==> src/rtl/uart_tx_io_if.sv <==
// IO-page bus seen by the UART transmitter: word selects, strobes, data and the TX pin.
// master = processor/decoder side, slave = UART side.
// Read data is registered inside the slave; no combinational return path.
interface uart_tx_io_if;
  logic        sel_data;
  logic        sel_status;
  logic        io_wstrb;
  logic        io_rstrb;
  logic [31:0] io_wdata;
  logic [31:0] io_rdata;
  logic        tx;

  modport master (
    output sel_data, sel_status, io_wstrb, io_rstrb, io_wdata,
    input  io_rdata, tx
  );

  modport slave (
    input  sel_data, sel_status, io_wstrb, io_rstrb, io_wdata,
    output io_rdata, tx
  );
endinterface

==> src/rtl/uart_tx_io.sv <==
// Memory-mapped 8N1 UART transmitter: byte FIFO fed by IO stores, STATUS readable by firmware.
// Latency: io_rdata 1 cycle after io_rstrb; tx falls 2 cycles after a DATA store into an idle, empty UART.
// Backpressure: none on the bus; a store to a full FIFO with no pop that cycle is dropped and sets sticky overflow.
module uart_tx_io #(
  parameter int CLK_FREQ   = 12000000,
  parameter int BAUD       = 115200,
  parameter int FIFO_DEPTH = 4
) (
  input  logic        clk,
  input  logic        reset,
  uart_tx_io_if.slave bus
);

  // CLKS_PER_BIT must be at least 2 and FIFO_DEPTH a power of two >= 2.
  localparam int CLKS_PER_BIT = CLK_FREQ / BAUD;
  localparam int BW = (CLKS_PER_BIT > 2) ? $clog2(CLKS_PER_BIT) : 1;
  localparam int AW = $clog2(FIFO_DEPTH);
  localparam int CW = AW + 1;
  localparam logic [BW-1:0] BAUD_LAST = BW'(CLKS_PER_BIT - 1);
  localparam logic [CW-1:0] DEPTH_C   = CW'(FIFO_DEPTH);

  typedef enum logic [1:0] {
    S_IDLE  = 2'd0,
    S_START = 2'd1,
    S_DATA  = 2'd2,
    S_STOP  = 2'd3
  } state_t;

  // FIFO storage and bookkeeping
  logic [7:0]    r_mem [FIFO_DEPTH];
  logic [AW-1:0] r_wr_ptr;
  logic [AW-1:0] r_rd_ptr;
  logic [CW-1:0] r_count;
  logic          r_ovf;

  // Serialiser
  state_t        r_state;
  logic [BW-1:0] r_baud;
  logic [2:0]    r_bit_idx;
  logic [7:0]    r_shift;
  logic          r_tx;

  // Bus return
  logic [31:0]   r_rdata;

  logic w_full;
  logic w_empty;
  logic w_pop;
  logic w_push_req;
  logic w_push;
  logic w_drop;
  logic w_ovf_clr;
  logic w_busy;
  logic w_baud_done;
  logic w_unused;

  assign w_full      = (r_count == DEPTH_C);
  assign w_empty     = (r_count == '0);
  // The serialiser takes a byte only from IDLE, so a pop can free a slot for a same-cycle push.
  assign w_pop       = (r_state == S_IDLE) && !w_empty;
  assign w_push_req  = bus.io_wstrb & bus.sel_data;
  assign w_push      = w_push_req & (!w_full | w_pop);
  assign w_drop      = w_push_req & w_full & !w_pop;
  assign w_ovf_clr   = bus.io_wstrb & bus.sel_status & bus.io_wdata[2];
  assign w_busy      = (r_state != S_IDLE) | !w_empty;
  assign w_baud_done = (r_baud == BAUD_LAST);

  // Only the low byte (DATA) and bit 2 (STATUS) of the store data carry meaning.
  assign w_unused = &{1'b0, bus.io_wdata[31:8]};

  assign bus.tx       = r_tx;
  assign bus.io_rdata = r_rdata;

  // Byte storage; written only when the store is accepted so a dropped byte cannot clobber the oldest entry.
  always_ff @(posedge clk) begin
    if (w_push) begin
      r_mem[r_wr_ptr] <= bus.io_wdata[7:0];
    end
  end

  // FIFO pointers and occupancy; simultaneous push and pop leaves the count unchanged.
  always_ff @(posedge clk) begin
    if (reset) begin
      r_wr_ptr <= '0;
      r_rd_ptr <= '0;
      r_count  <= '0;
    end else begin
      if (w_push) begin
        r_wr_ptr <= r_wr_ptr + AW'(1);
      end
      if (w_pop) begin
        r_rd_ptr <= r_rd_ptr + AW'(1);
      end
      case ({w_push, w_pop})
        2'b10:   r_count <= r_count + CW'(1);
        2'b01:   r_count <= r_count - CW'(1);
        default: r_count <= r_count;
      endcase
    end
  end

  // Sticky overflow flag; a drop in the same cycle as a clear leaves it set.
  always_ff @(posedge clk) begin
    if (reset) begin
      r_ovf <= 1'b0;
    end else if (w_drop) begin
      r_ovf <= 1'b1;
    end else if (w_ovf_clr) begin
      r_ovf <= 1'b0;
    end
  end

  // Registered read port: updates only on a read strobe, holds otherwise.
  always_ff @(posedge clk) begin
    if (reset) begin
      r_rdata <= '0;
    end else if (bus.io_rstrb) begin
      if (bus.sel_status) begin
        r_rdata <= {29'd0, r_ovf, w_full, w_busy};
      end else begin
        r_rdata <= '0;
      end
    end
  end

  // 8N1 serialiser; tx is registered and set alongside each state change so it lines up with the state.
  always_ff @(posedge clk) begin
    if (reset) begin
      r_state   <= S_IDLE;
      r_baud    <= '0;
      r_bit_idx <= 3'd0;
      r_shift   <= 8'd0;
      r_tx      <= 1'b1;
    end else begin
      case (r_state)
        S_IDLE: begin
          r_tx   <= 1'b1;
          r_baud <= '0;
          if (w_pop) begin
            r_shift <= r_mem[r_rd_ptr];
            r_tx    <= 1'b0;
            r_state <= S_START;
          end
        end
        S_START: begin
          if (w_baud_done) begin
            r_baud    <= '0;
            r_bit_idx <= 3'd0;
            r_tx      <= r_shift[0];
            r_state   <= S_DATA;
          end else begin
            r_baud <= r_baud + BW'(1);
          end
        end
        S_DATA: begin
          if (w_baud_done) begin
            r_baud <= '0;
            if (r_bit_idx == 3'd7) begin
              r_tx    <= 1'b1;
              r_state <= S_STOP;
            end else begin
              // LSB first: the next bit on the line is the one about to become shift[0].
              r_shift   <= {1'b0, r_shift[7:1]};
              r_tx      <= r_shift[1];
              r_bit_idx <= r_bit_idx + 3'd1;
            end
          end else begin
            r_baud <= r_baud + BW'(1);
          end
        end
        S_STOP: begin
          if (w_baud_done) begin
            r_baud  <= '0;
            r_tx    <= 1'b1;
            r_state <= S_IDLE;
          end else begin
            r_baud <= r_baud + BW'(1);
          end
        end
        default: begin
          r_baud  <= '0;
          r_tx    <= 1'b1;
          r_state <= S_IDLE;
        end
      endcase
    end
  end

endmodule

==> src/flat_wrapper.sv <==
// flat-port wrapper written by rule: the top's interface ports become plain ports
module uart_tx_io_flat 
#(
  parameter int CLK_FREQ   = 12000000,
  parameter int BAUD       = 115200,
  parameter int FIFO_DEPTH = 4
)
  (clk, reset, bus_sel_data, bus_sel_status, bus_io_wstrb, bus_io_rstrb, bus_io_wdata, bus_io_rdata, bus_tx);
  uart_tx_io_if bus_i ();
  input  logic clk;
  input  logic reset;
  input wire logic [$bits(bus_i.sel_data)-1:0] bus_sel_data;
  input wire logic [$bits(bus_i.sel_status)-1:0] bus_sel_status;
  input wire logic [$bits(bus_i.io_wstrb)-1:0] bus_io_wstrb;
  input wire logic [$bits(bus_i.io_rstrb)-1:0] bus_io_rstrb;
  input wire logic [$bits(bus_i.io_wdata)-1:0] bus_io_wdata;
  output wire logic [$bits(bus_i.io_rdata)-1:0] bus_io_rdata;
  output wire logic [$bits(bus_i.tx)-1:0] bus_tx;
  assign bus_i.sel_data = bus_sel_data;
  assign bus_i.sel_status = bus_sel_status;
  assign bus_i.io_wstrb = bus_io_wstrb;
  assign bus_i.io_rstrb = bus_io_rstrb;
  assign bus_i.io_wdata = bus_io_wdata;
  assign bus_io_rdata = bus_i.io_rdata;
  assign bus_tx = bus_i.tx;
  uart_tx_io #(.CLK_FREQ(CLK_FREQ), .BAUD(BAUD), .FIFO_DEPTH(FIFO_DEPTH)) u_core (.clk(clk), .reset(reset), .bus(bus_i));
endmodule
==> config.mk <==
export PLATFORM = sky130hd
export DESIGN_NAME = uart_tx_io_flat
export DESIGN_NICKNAME = d
export VERILOG_FILES = /design/src/rtl/uart_tx_io_if.sv /design/src/rtl/uart_tx_io.sv /design/src/flat_wrapper.sv
export SDC_FILE = /design/constraint.sdc
export NUM_CORES = 1
export LEC_CHECK = 0
export BUFFER_PORTS_ARGS = -buffer_cell sky130_fd_sc_hd__buf_2
export CAP_MARGIN = 40
export CORE_UTILIZATION = 57
export DETAILED_ROUTE_END_ITERATION = 8
export PLACE_DENSITY = 0.81
export RECOVER_POWER = 100
export SLEW_MARGIN = 20
export SYNTH_ARGS = -nofsm -noshare
export SYNTH_HDL_FRONTEND = slang
export SYNTH_SLANG_ARGS = --single-unit
==> constraint.sdc <==
create_clock -name clk -period 4 [get_ports clk]
set_input_delay 0.2 -clock clk [delete_from_list [all_inputs] [get_ports clk]]
set_output_delay 0.2 -clock clk [all_outputs]
set_load 0.02 [all_outputs]
## Yosys cells after proc, flatten, opt, wreduce, memory -nomap -nowiden

Memories as Yosys holds them, arrays and structs flattened. A register that Yosys moved wholly into a read port is not among the register bits.
Index checks and enable logic that the tools add are counted.

- Add/sub/neg operators: 6
- Equality and inequality tests: 14
- Mux-type cells: 30
- Bitwise logic cells: 8
- Reduce and logical (&&, ||, !) cells: 16

Operators by type and width:

| cell | number |
|---|---|
| $mux W8 | 3 |
| $pmux W8 S2 | 1 |
| $mux W2 | 7 |
| $pmux W7 S2 | 1 |
| $mux W3 | 4 |
| $pmux W3 S2 | 2 |
| $ne A2 B1 Y1 const B | 5 |
| $reduce_bool A2 Y1 | 5 |
| $mux W1 | 9 |
| $pmux W2 S4 | 1 |
| $reduce_and A4 Y1 | 2 |
| $add A7 B1 Y7 const B | 1 |
| $eq A7 B7 Y1 const B | 1 |
| $mux W7 | 1 |
| $add A3 B1 Y3 const B | 2 |
| $and A1 B1 Y1 | 6 |
| $eq A2 B2 Y1 const B | 3 |
| $eq A3 B3 Y1 const B | 2 |
| $reduce_and A5 Y1 | 1 |
| $add A2 B1 Y2 const B | 2 |
| $eq A2 B1 Y1 const B | 2 |
| $pmux W1 S4 | 1 |
| $logic_not A1 Y1 | 3 |
| $logic_not A3 Y1 | 1 |
| other kinds (7) | 8 |

- Bits in registers: 61
- Memory bits (writable): 32
- Input bits: 38
- Output and inout port bits: 33
- Logic and storage cells: 85
- Memories: 1

Memory list:

| memory | words | width | rd ports | clocked after memory_dff | write ports | RTL line | source |
|---|---|---|---|---|---|---|---|
| u_core.r_mem | 4 | 8 | 1 | 1 | 1 | uart_tx_io.sv:30 | `logic [7:0] r_mem [FIFO_DEPTH];` |

## Depth between registers and ports, before layout

Gate-level depths: netlist of run 1.

- Depth after elaboration: 7
- Depth in mapped cells: 12
- Mapped depth without buffers: 11

## Worst setup path after synthesis of run 1

OpenSTA, ideal clock, no wires.

- Path type: register -> register
- Start point: reg u_core.r_state[0]
- End point: reg u_core.r_count[2]
- Library setup time: 70 ps
- Arrival: 2,574 ps
- Required time: 3,930 ps
- Setup slack: 1,355 ps
- Cell stages (with the launch flop): 13
- Buffers on the path: 1
- Clock period less this slack: 2,645 ps
- Cells stage by stage: dfxtp_1 > inv_1 > ha_1 > buf_2 > nor4b_1 > nor2_1 > inv_1 > ha_1 > inv_1 > fa_1 > xor2_1 > or3_1 > a21oi_1

- Longest elaborated chain between the ends: 6
- Elaborated cells between the ends (all ways): 8
- Those cells by class: eq/ne (2); mux (1); bitwise (2); reduce/logical (3)

Ends and longest elaborated chain:

| element | RTL line | source |
|---|---|---|
| from (decl) | uart_tx_io.sv:37 | `state_t r_state;` |
| from (signal assigned) | uart_tx_io.sv:129 | `r_state <= S_IDLE;` |
| from (signal assigned) | uart_tx_io.sv:142 | `r_state <= S_START;` |
| from (signal assigned) | uart_tx_io.sv:150 | `r_state <= S_DATA;` |
| $logic_not A2 Y1 (*) | uart_tx_io.sv:60 | `assign w_pop = (r_state == S_IDLE) && !w_empty;` |
| $logic_and A1 B1 Y1 (*) | uart_tx_io.sv:60 |  |
| $or A1 B1 Y1 | uart_tx_io.sv:62 | `assign w_push = w_push_req & (!w_full \| w_pop);` |
| $and A1 B1 Y1 | uart_tx_io.sv:62 |  |
| $eq A2 B1 Y1 or $eq A2 B2 Y1 (tied branches) | uart_tx_io.sv:94 | `case ({w_push, w_pop})` |
| $pmux W3 S2 or $reduce_bool A2 Y1 (tied branches) | n/a |  |
| to (signal assigned) | uart_tx_io.sv:95 | `2'b10: r_count <= r_count + CW'(1);` |
| to (signal assigned) | uart_tx_io.sv:96 | `2'b01: r_count <= r_count - CW'(1);` |
| to (signal assigned) | uart_tx_io.sv:97 | `default: r_count <= r_count;` |
| to (decl) | uart_tx_io.sv:33 | `logic [CW-1:0] r_count;` |

Mark *: on every way between the ends. The rest lies on a longest branch, timed or not.
A chain may end at the register's enable or synchronous reset.

## Worst setup path in the final report of run 1

Same ends and word-level chain as after synthesis.

==> results.cfg, run 1 <==
[outcome]
outcome = finished, final reports clean

[finish]
drive_above_1_share_pct = 11.9
seqCellArea_mm2 = 0.00164
n_antenna_cell = 0
nNetsFinal = 332
multi_input_area_mm2 = 0.00121
n_fill_cell = 400
area.growth.synth_to_final_pct = 6.37

[grt]
grt_overflow = 0
grt_pass1_vias = 1664
grt_pass1_wl_mm = 7.41
grt_max_degree = 25
antenna_found_initial = 0
track_usage_pct = 18.8

[routing]
dr.pass1.iters = 4
wl_mm = 4.60
drtIter0Drc = 63
drc = 0
via_per_inst = 5.07
wl_per_cell_um = 12.9
antenna_left = 0
routed-via-count = 1806

[place]
dpl.hpwl_mm = 3.20
gp_congestion = 0.761
port_buffers = 17
place_ws_ns = 0.971

[pwr]
combPwrFrac_pct = 30.6
peakVddDrop_uv = 374
powerDensity_mw_per_mm2 = 620
seqPwrFrac_pct = 44.6
swShare_pct = 34.9
clkPwrFrac_pct = 24.8
p_sw_w = 0.000696
p_int_w = 0.00130
p_leak_nw = 1.21

[timing]
min_period_ns = 3.04
finalSetupViolCount = 0
timing.final.crit_share_pct = 76.0
drv_slew = 0
worst_slack_ns = 0.959
skew_ns = 0.00591
fmax_ghz = 0.329
max_slew_margin_pct = 47.4
tightestPinTransition_ns = 0.784
hold_slack_ns = 0.115
finalSetupTns_ns = 0
hold_viol = 0
rsz0062_at_grt = false

[die]
core_area_mm2 = 0.00511
fp-row-count = 26
die_h_um = 74.9
die_x_um = 74.9
start_util_pct = 59.3
die_area_mm2 = 0.00561
io_pins = 71

[clocking]
root_buffer = clkbuf_8
clk-insertion-delay-late_ns = 0.34
ctsResizeCount = 0
cts-hold-fix-buffers = 0
cts_tree = done
clkTransAtPathRegs_ns = 0.08
post-cts-setup-buffer-count = 0
cts_buffers = 9
ctsHtreeMaxLevel = 3
cts.sinks = 66
cts_buffer_depth = 2

[synthesis]
yosys.cell_count.top_type = dfxtp_1
synth_edf_count = 32
netlist-cell-type-count = 42
synth_area_mm2 = 0.00303
avgSynthCellArea_um2 = 11.6
synth-seq-area-share_pct = 54.2
yosys_warnings = 0
synth-async-reset-ratio_pct = 0
netlist_instances = 260
yosys-top-cells-count = dfxtp_1, edfxtp_1, nand2_1
yosysTopAreaCell = edfxtp_1
synth_top_area_share_pct = 31.7
synthTopCellsByArea = edfxtp_1, dfxtp_1, buf_4
ys_seq_elements = 66
ys.flop_type = dfxtp_1

[hold_path]
hp-start = bus_io_wdata[1]
hold_class = primary input to flip-flop
hold_depth = 1

[setup_path]
arrival_ns = 3.31
path_common_cell = inv_1
startpoint = u_core.r_state[0]$_SDFFE_PP0P_
cpPeakStageDelay_ns = 0.54
path_max_fanout = 10
end_kind = flip-flop
path_class = flip-flop to flip-flop
slowest_stage = nor4b_1
worstSetupStartpointType = flip-flop
crit_required_ns = 4.27
r2r_start = u_core.r_state[0]$_SDFFE_PP0P_
path_cells = inv_1 -> ha_1 -> nor4b_1 -> nor2_1 -> inv_1 -> ha_1 -> inv_1 -> fa_1 -> xor2_1 -> or3_1 -> a21oi_1
worst_r2r_path_depth = 11

[job]
drv_cap = 0
## registers in the layout (all words and copies together), names as in the netlist, 2 cells and up, named ones only
signal,cells
u_core.r_mem,32
u_core.r_shift,8
u_core.r_baud,7
u_core.bus.io_rdata,3
u_core.r_bit_idx,3
u_core.r_count,3
u_core.r_rd_ptr,2
u_core.r_state,2
u_core.r_wr_ptr,2
## kinds of logic (layout without fill, tap and decap cells)
kind of cell / Yosys count / count (layout) / share of synthesized area (%)
AO/OA/AOI/OAI: 36 / 36 / 8.02
XOR/XNOR: 10 / 10 / 2.89
adder cells (fa/ha/maj): 13 / 13 / 5.62
buffers and inverters: 44 / 42 / 9.14
flip-flops: 66 / 66 / 54.2
multiplexers: 8 / 8 / 5.95
other: 1 / 29 / 0.124
AND/OR/NAND/NOR: 82 / 82 / 14.0
## cell type report
cell class,count,share of cell area [%]
inverters,9,1.05
repair buffers,17,2.18
flip-flops and latches,66,51.0
clock buffers,9,3.85
well taps,70,2.72
multi-input cells,178,37.5
clock inverters,7,1.67
## critical path, delay by kind of cell (launching register included)
kind | cells | cell delay (ns)
AND/OR/NAND/NOR | 3 | 1.09
adder cells (fa/ha/maj) | 3 | 0.94
buffers and inverters | 3 | 0.27
XOR/XNOR | 1 | 0.16
flip-flops | 1 | 0.36
AO/OA/AOI/OAI | 1 | 0.14
## power by group through the flow
stage / clock network, W / logic [W] / registers, W
finish: 0.000495 / 0.000611 / 0.000891
global route: 0.000533 / 0.000685 / 0.000905
CTS: 0.000507 / 0.000622 / 0.000891
detailed placement: 0 / 0.000615 / 0.000904
global placement: 0 / 0.000595 / 0.000901
floorplan: 0 / 0.000537 / 0.000877
## worst paths after layout
kind,slack [ns],endpoint
worst min-delay path,0.12,u_core.r_mem[2][1]$_DFFE_PP_
worst max register to register,0.96,u_core.r_count[2]$_SDFFE_PP0P_
worst max-delay path,0.96,u_core.r_count[2]$_SDFFE_PP0P_
worst min register to register,0.46,u_core.r_bit_idx[1]$_SDFFE_PP0P_
## layer usage
metal | wire (um) | part of all wire (%) | up-vias | global-route usage [%]
li1 | - | - | 907 | -
met4 | 69 | 1.5 | 0 | 10.1
met1 | 2030 | 44 | 847 | 21.9
met3 | 156 | 3.4 | 7 | 5.22
met5 | 0 | 0 | - | 0
met2 | 2340 | 51 | 45 | 31.5
## stage by stage
step / instances / cell area, um2 / power [W] / utilization (%)
4_1_cts: 356 / 3240 / 0.00202 / 63.4
3_3_place_gp: 340 / 3060 / 0.00150 / 59.9
6_report: 356 / 3220 / 0.00200 / 63.0
2_1_floorplan: 288 / 3130 / 0.00141 / -
5_1_grt: 356 / 3220 / 0.00212 / 63.0
3_5_place_dp: 340 / 3060 / 0.00152 / 59.9
## placed cells by master (no fill, tap or decap), types with 2 or more instances in the layout
cell type | synthesis | final
a22o_1 | 7 | 7
o31a_1 | 2 | 2
nand4_1 | 3 | 3
o21ai_0 | 6 | 6
clkbuf_1 | 4 | 12
nand3_1 | 7 | 7
inv_1 | 9 | 9
conb_1 | 1 | 29
nor2b_1 | 2 | 2
and2_0 | 0 | 4
ha_1 | 12 | 12
buf_2 | 2 | 5
or3_1 | 3 | 3
clkinv_4 | 0 | 2
clkbuf_8 | 0 | 9
nor3_1 | 2 | 3
inv_6 | 0 | 2
a21oi_1 | 13 | 13
nand2b_1 | 3 | 3
xnor2_1 | 5 | 5
and3_1 | 2 | 2
nor2_1 | 18 | 18
nand2_1 | 30 | 30
dfxtp_1 | 34 | 34
clkinvlp_4 | 0 | 2
xor2_1 | 5 | 5
mux4_2 | 8 | 8
edfxtp_1 | 32 | 32
No activity file was read; power rests on OpenSTA's default activity.
==> run 2: changes to the inputs <==
- CORE_UTILIZATION: 57 -> 48
- PLACE_DENSITY: 0.81 -> 0.72
- clock period: 4 -> 2.6 ns (I/O delays scaled with it)
==> results.cfg, run 2 (synthesized netlist as in run 1, its figures left out) <==
[place]
dp_cells = 350
dpl.hpwl_mm = 3.36
port_buffers = 17
gp_congestion = 0.745

[timing]
finalSetupViolCount = 0
timing.final.crit_share_pct = 92.9
drv_slew = 0
skew_ns = 0.00654
min_period_ns = 2.41
hold_viol = 0
finalSetupTns_ns = 0
hold_slack_ns = 0.0553
fmax_ghz = 0.414
tightestPinTransition_ns = 0.862
max_slew_margin_pct = 41.7
rsz0062_at_grt = false

[setup_path]
end_kind = flip-flop
worst_r2r_path_depth = 11
r2r_end = u_core.r_count[2]$_SDFFE_PP0P_
cpPeakStageDelay_ns = 0.43
path_class = flip-flop to flip-flop
path_common_cell = inv_1
path_max_fanout = 4
r2r_start = u_core.r_state[0]$_SDFFE_PP0P_
crit_required_ns = 2.88
r2r_slack_ns = 0.19
path_cells = inv_1 -> ha_2 -> nor4b_4 -> nor2_1 -> inv_1 -> ha_1 -> inv_1 -> fa_1 -> xor2_1 -> or3_1 -> a21oi_1
arrival_ns = 2.69
worstSetupStartpointType = flip-flop
slowest_stage = fa_1

[die]
fp-row-count = 28
core_area_mm2 = 0.00599
die_x_um = 81.4
start_util_pct = 50.5
die_area_mm2 = 0.00663
io_pins = 71
die_h_um = 81.4

[clocking]
ctsHtreeMaxLevel = 3
cts.sinks = 66
cts_buffers = 9
clkTransAtPathRegs_ns = 0.07
cts_tree = done
root_buffer = clkbuf_8
cts_buffer_depth = 2
clk-insertion-delay-late_ns = 0.35

[pwr]
finalPower_w = 0.00325
p_leak_nw = 1.26
peakVddDrop_uv = 566
powerDensity_mw_per_mm2 = 971

[finish]
largest_reg_flops = 32
nNetsFinal = 342
post-route-util_pct = 55.9
drive_above_1_share_pct = 13.5
largest_register = u_core.r_mem
layout_common_cells = dfxtp_1, edfxtp_1, nand2_1
fin_cells = 371
area.growth.synth_to_final_pct = 10.6
top_regs = u_core.r_mem (32), u_core.r_shift (8), u_core.r_baud (7)
n_antenna_cell = 0

[hold_path]
hold_class = primary input to flip-flop
hp-start = bus_sel_data
hold_end = u_core.r_ovf$_SDFFE_PP0P_
hold_depth = 3

[grt]
antenna_found_initial = 0
grt_pass1_wl_mm = 7.99
grt_max_degree = 25
grt_pass1_vias = 1760
grt_overflow = 0
track_usage_pct = 16.7

[routing]
via_per_inst = 5.02
drc = 0
dr.pass1.iters = 4
drtIter0Drc = 122
wl_per_cell_um = 13.1
routed-via-count = 1864
antenna_left = 0
wl_mm = 4.85

[job]
drv_cap = 0

[outcome]
outcome = finished, final reports clean
## run 2: cell count changes in the layout (fill, tap and decap cells not counted), moves of 2 or more
cell           before  now
dlygate4sd3_1       0    5
dfxtp_2             0    2
dfxtp_1            34   32
clkbuf_1           12   15
## run 2: repair_timing
item / CTS / global route
setup endpoints to repair: 0 / 1
resized for setup: 0 / 4
hold buffers: 5 / 0
setup buffers: 0 / 0
endpoints found under the hold margin: 20 / 0
## run 2: stage by stage
stage                     area (um2)  setup WS [ns]
after floorplan                 3140         0.0767
after global placement          3110          0.176
after detailed placement        3110         0.0830
after CTS                       3370         0.0584
after global routing            3350         0.0486
final                           3350          0.185
## run 2: where the power goes
part | switching [W] | internal [W]
clock | 0.000419 | 0.000480
combinational | 0.000542 | 0.000434
sequential | 0.000134 | 0.00124
total | 0.00110 | 0.00216
## run 2: final cells by class
cell class | instances | area, um2
clock buffer | 10 | 138
timing repair buffer | 27 | 146
clock inverter | 6 | 72.6
tap | 75 | 93.8
sequential | 66 | 1640
fill | 489 | 2640
multi-input combinational | 178 | 1220
inverter | 9 | 33.8
## run 2: how the worst max path moves through the flow
| stage | startpoint | end | slack (ns) | cells past startpoint |
|---|---|---|---|---|
| finish | u_core.r_state[0]$_SDFFE_PP0P_ | u_core.r_count[2]$_SDFFE_PP0P_ | 0.19 | 11 |
| global placement | u_core.r_state[0]$_SDFFE_PP0P_ | u_core.r_count[2]$_SDFFE_PP0P_ | 0.18 | 11 |
| detailed placement | u_core.r_state[0]$_SDFFE_PP0P_ | u_core.r_count[2]$_SDFFE_PP0P_ | 0.08 | 11 |
| global route | u_core.r_state[0]$_SDFFE_PP0P_ | u_core.r_count[2]$_SDFFE_PP0P_ | 0.05 | 11 |
| floorplan | u_core.r_state[0]$_SDFFE_PP0P_ | u_core.r_count[2]$_SDFFE_PP0P_ | 0.08 | 12 |
| CTS | u_core.r_state[0]$_SDFFE_PP0P_ | u_core.r_count[2]$_SDFFE_PP0P_ | 0.06 | 11 |
## run 2: worst max-delay path, delay by kind of cell (launching register included)
family / cells / cell delay [ns]
adders and majority gates: 3 / 0.83
DFF: 1 / 0.35
buffers and inverters: 3 / 0.22
xor gates and xnor gates: 1 / 0.15
and+or+nand+nor: 3 / 0.64
AOI/OAI and AO/OA: 1 / 0.14
## run 2: layer usage
layer  wire length (um)  global-route usage (%)
met3                184                    4.72
met2               2290                    26.8
met4                114                    8.57
met5                  0                       0
met1               2260                    20.3
==> run 3: changes to the inputs <==
--- a/config.mk
+++ b/config.mk
@@ -8,4 +8,5 @@
 export BUFFER_PORTS_ARGS = -buffer_cell sky130_fd_sc_hd__buf_2
 export CAP_MARGIN = 40
+export CORE_MARGIN = 5
 export CORE_UTILIZATION = 48
 export DETAILED_ROUTE_END_ITERATION = 8
==> constraint.sdc (replaced) <==
create_clock -name clk -period 2.6 [get_ports clk]
set_input_delay 0.26 -clock clk [delete_from_list [all_inputs] [get_ports clk]]
set_output_delay 0.26 -clock clk [all_outputs]
set_load 0.02 [all_outputs]
==> results.cfg, run 3 (synthesized netlist as in run 1, its figures left out) <==
[outcome]
outcome = finished, final reports clean

[grt]
grt_pass1_wl_mm = 8.08
grt_max_degree = 25
grt_overflow = 0
grt_pass1_vias = 1766
track_usage_pct = 13.6
antenna_found_initial = 0

[timing]
hold_viol = 0
fmax_ghz = 0.417
skew_ns = 0.00711
finalSetupViolCount = 0
rsz0062_at_grt = false
finalSetupTns_ns = 0
min_period_ns = 2.40
max_slew_margin_pct = 29.6
drv_slew = 0
timing.final.crit_share_pct = 92.3
worst_slack_ns = 0.201
tightestPinTransition_ns = 1.04

[routing]
wl_per_cell_um = 13.2
drc = 0
drtIter0Drc = 113
via_per_inst = 4.98
dr.pass1.iters = 4
routed-via-count = 1832
antenna_left = 0
wl_mm = 4.87

[finish]
layout_commonest_cell = dfxtp_1
drive_above_1_share_pct = 14.1
nNetsFinal = 337
top_regs = u_core.r_mem (32), u_core.r_shift (8), u_core.r_baud (7)
n_antenna_cell = 0
largest_register = u_core.r_mem
n_fill_cell = 542
area.growth.synth_to_final_pct = 8.89
largest_reg_flops = 32
layout_common_cells = dfxtp_1, edfxtp_1, nand2_1

[clocking]
cts_tree = done
clkTransAtPathRegs_ns = 0.07
root_buffer = clkbuf_8
post-cts-setup-buffer-count = 0
cts-hold-fix-buffers = 0
cts_buffer_depth = 2
ctsHtreeMaxLevel = 3
cts.sinks = 66
clk-insertion-delay-late_ns = 0.34
cts_buffers = 9

[setup_path]
r2r_slack_ns = 0.20
path_cells = inv_1 -> ha_2 -> nor4b_4 -> nor2_1 -> inv_1 -> ha_1 -> inv_1 -> fa_1 -> xor2_1 -> or3_1 -> a21oi_1
crit_buf_inv = 3
critPathCapture = u_core.r_count[2]$_SDFFE_PP0P_
crit_cells = 11
arrival_ns = 2.67
r2r_end = u_core.r_count[2]$_SDFFE_PP0P_
slowest_stage = fa_1
cpPeakStageDelay_ns = 0.43
worst_r2r_path_depth = 11
cpLargestDelayFamily = adder cells
startpoint = u_core.r_state[1]$_SDFFE_PP0P_
end_kind = flip-flop
path_class = flip-flop to flip-flop
worstSetupStartpointType = flip-flop
path_max_fanout = 4
path_common_cell = inv_1
r2r_start = u_core.r_state[1]$_SDFFE_PP0P_
crit_required_ns = 2.87

[place]
place_ws_ns = 0.127
port_buffers = 17
gp_congestion = 0.732
dpl.hpwl_mm = 3.43

[die]
start_util_pct = 48.5
fp-row-count = 29
core_area_mm2 = 0.00624
die_area_mm2 = 0.00799
die_x_um = 89.4
io_pins = 71
die_h_um = 89.4

[job]
drv_cap = 0

[pwr]
powerDensity_mw_per_mm2 = 979
peakVddDrop_uv = 530
p_leak_nw = 1.24
finalPower_w = 0.00323

[hold_path]
hold_depth = 1
hold_class = primary input to flip-flop
-- run 3: cell count changes in the layout (fill, tap and decap cells not counted) --
cell           delta
dlygate4sd3_1     -5
buf_2             +1
clkbuf_1          -1
clkbuf_8          -1
clkinv_2          +1
clkinv_4          -1
clkinvlp_4        +1
dfxtp_1           +1
dfxtp_2           -1
nor3_1            -1
nor3_2            +1
-- run 3: stage by stage --
stage | instances | util [%] | hold slack (ns) | area [um2]
after detailed placement | 352 | 49.9 | 0.442 | 3110
after CTS | 368 | 53.1 | 0.110 | 3310
after floorplan | 288 | - | 0.359 | 3140
after global routing | 368 | 52.8 | 0.178 | 3300
after global placement | 352 | 49.9 | 0.434 | 3110
final | 368 | 52.8 | 0.176 | 3300
-- run 3: worst register-to-register path, cell delays in order (launching register included) --
cell and delay [ns]:
dfxtp_1 0.37, inv_1 0.09, ha_2 0.20, nor4b_4 0.23
nor2_1 0.10, inv_1 0.07, ha_1 0.18, inv_1 0.07
fa_1 0.43, xor2_1 0.16, or3_1 0.30, a21oi_1 0.13
-- run 3: area by class of cell --
| type | instances | area, um2 | share of cell area (%) |
|---|---|---|---|
| clock buffers | 9 | 124 | 3.76 |
| clock inverters | 7 | 76.3 | 2.32 |
| repair buffers | 22 | 97.6 | 2.96 |
| well taps | 77 | 96.3 | 2.92 |
| multi-input cells | 178 | 1220 | 37.2 |
| inverters | 9 | 33.8 | 1.03 |
| flip-flops and latches | 66 | 1640 | 49.8 |
-- run 3: worst min-delay path by stage --
stage                                startpoint                           end  slack, ns
floorplan                       bus_io_wdata[0]  u_core.r_mem[0][0]$_DFFE_PP_       0.36
global placement    u_core.r_baud[0]$_SDFF_PP0_   u_core.r_baud[0]$_SDFF_PP0_       0.43
detailed placement  u_core.r_baud[0]$_SDFF_PP0_   u_core.r_baud[0]$_SDFF_PP0_       0.44
CTS                             bus_io_wdata[6]  u_core.r_mem[1][6]$_DFFE_PP_       0.11
global route                    bus_io_wdata[6]  u_core.r_mem[1][6]$_DFFE_PP_       0.18
finish                          bus_io_wdata[6]  u_core.r_mem[2][6]$_DFFE_PP_       0.18
-- run 3: repair_timing --
action / 4_1_cts / 5_1_grt
endpoints found under the hold margin: 0 / 0
endpoints found under the setup margin: 0 / 1
gates resized for setup: 0 / 3
-- run 3: layer usage --
layer,vias to the layer above,global-route usage [%],part of all wire (%)
li1,917,-,-
met1,860,16.4,44
met2,46,21.8,48
met3,9,4.70,5.7
met4,0,6.50,2.2
met5,-,0,0
-- run 3: power breakdown --
group	internal (W)	total (W)	switching, W
Sequential	0.00124	0.00138	0.000135
Clock	0.000450	0.000867	0.000417
Combinational	0.000431	0.000983	0.000551
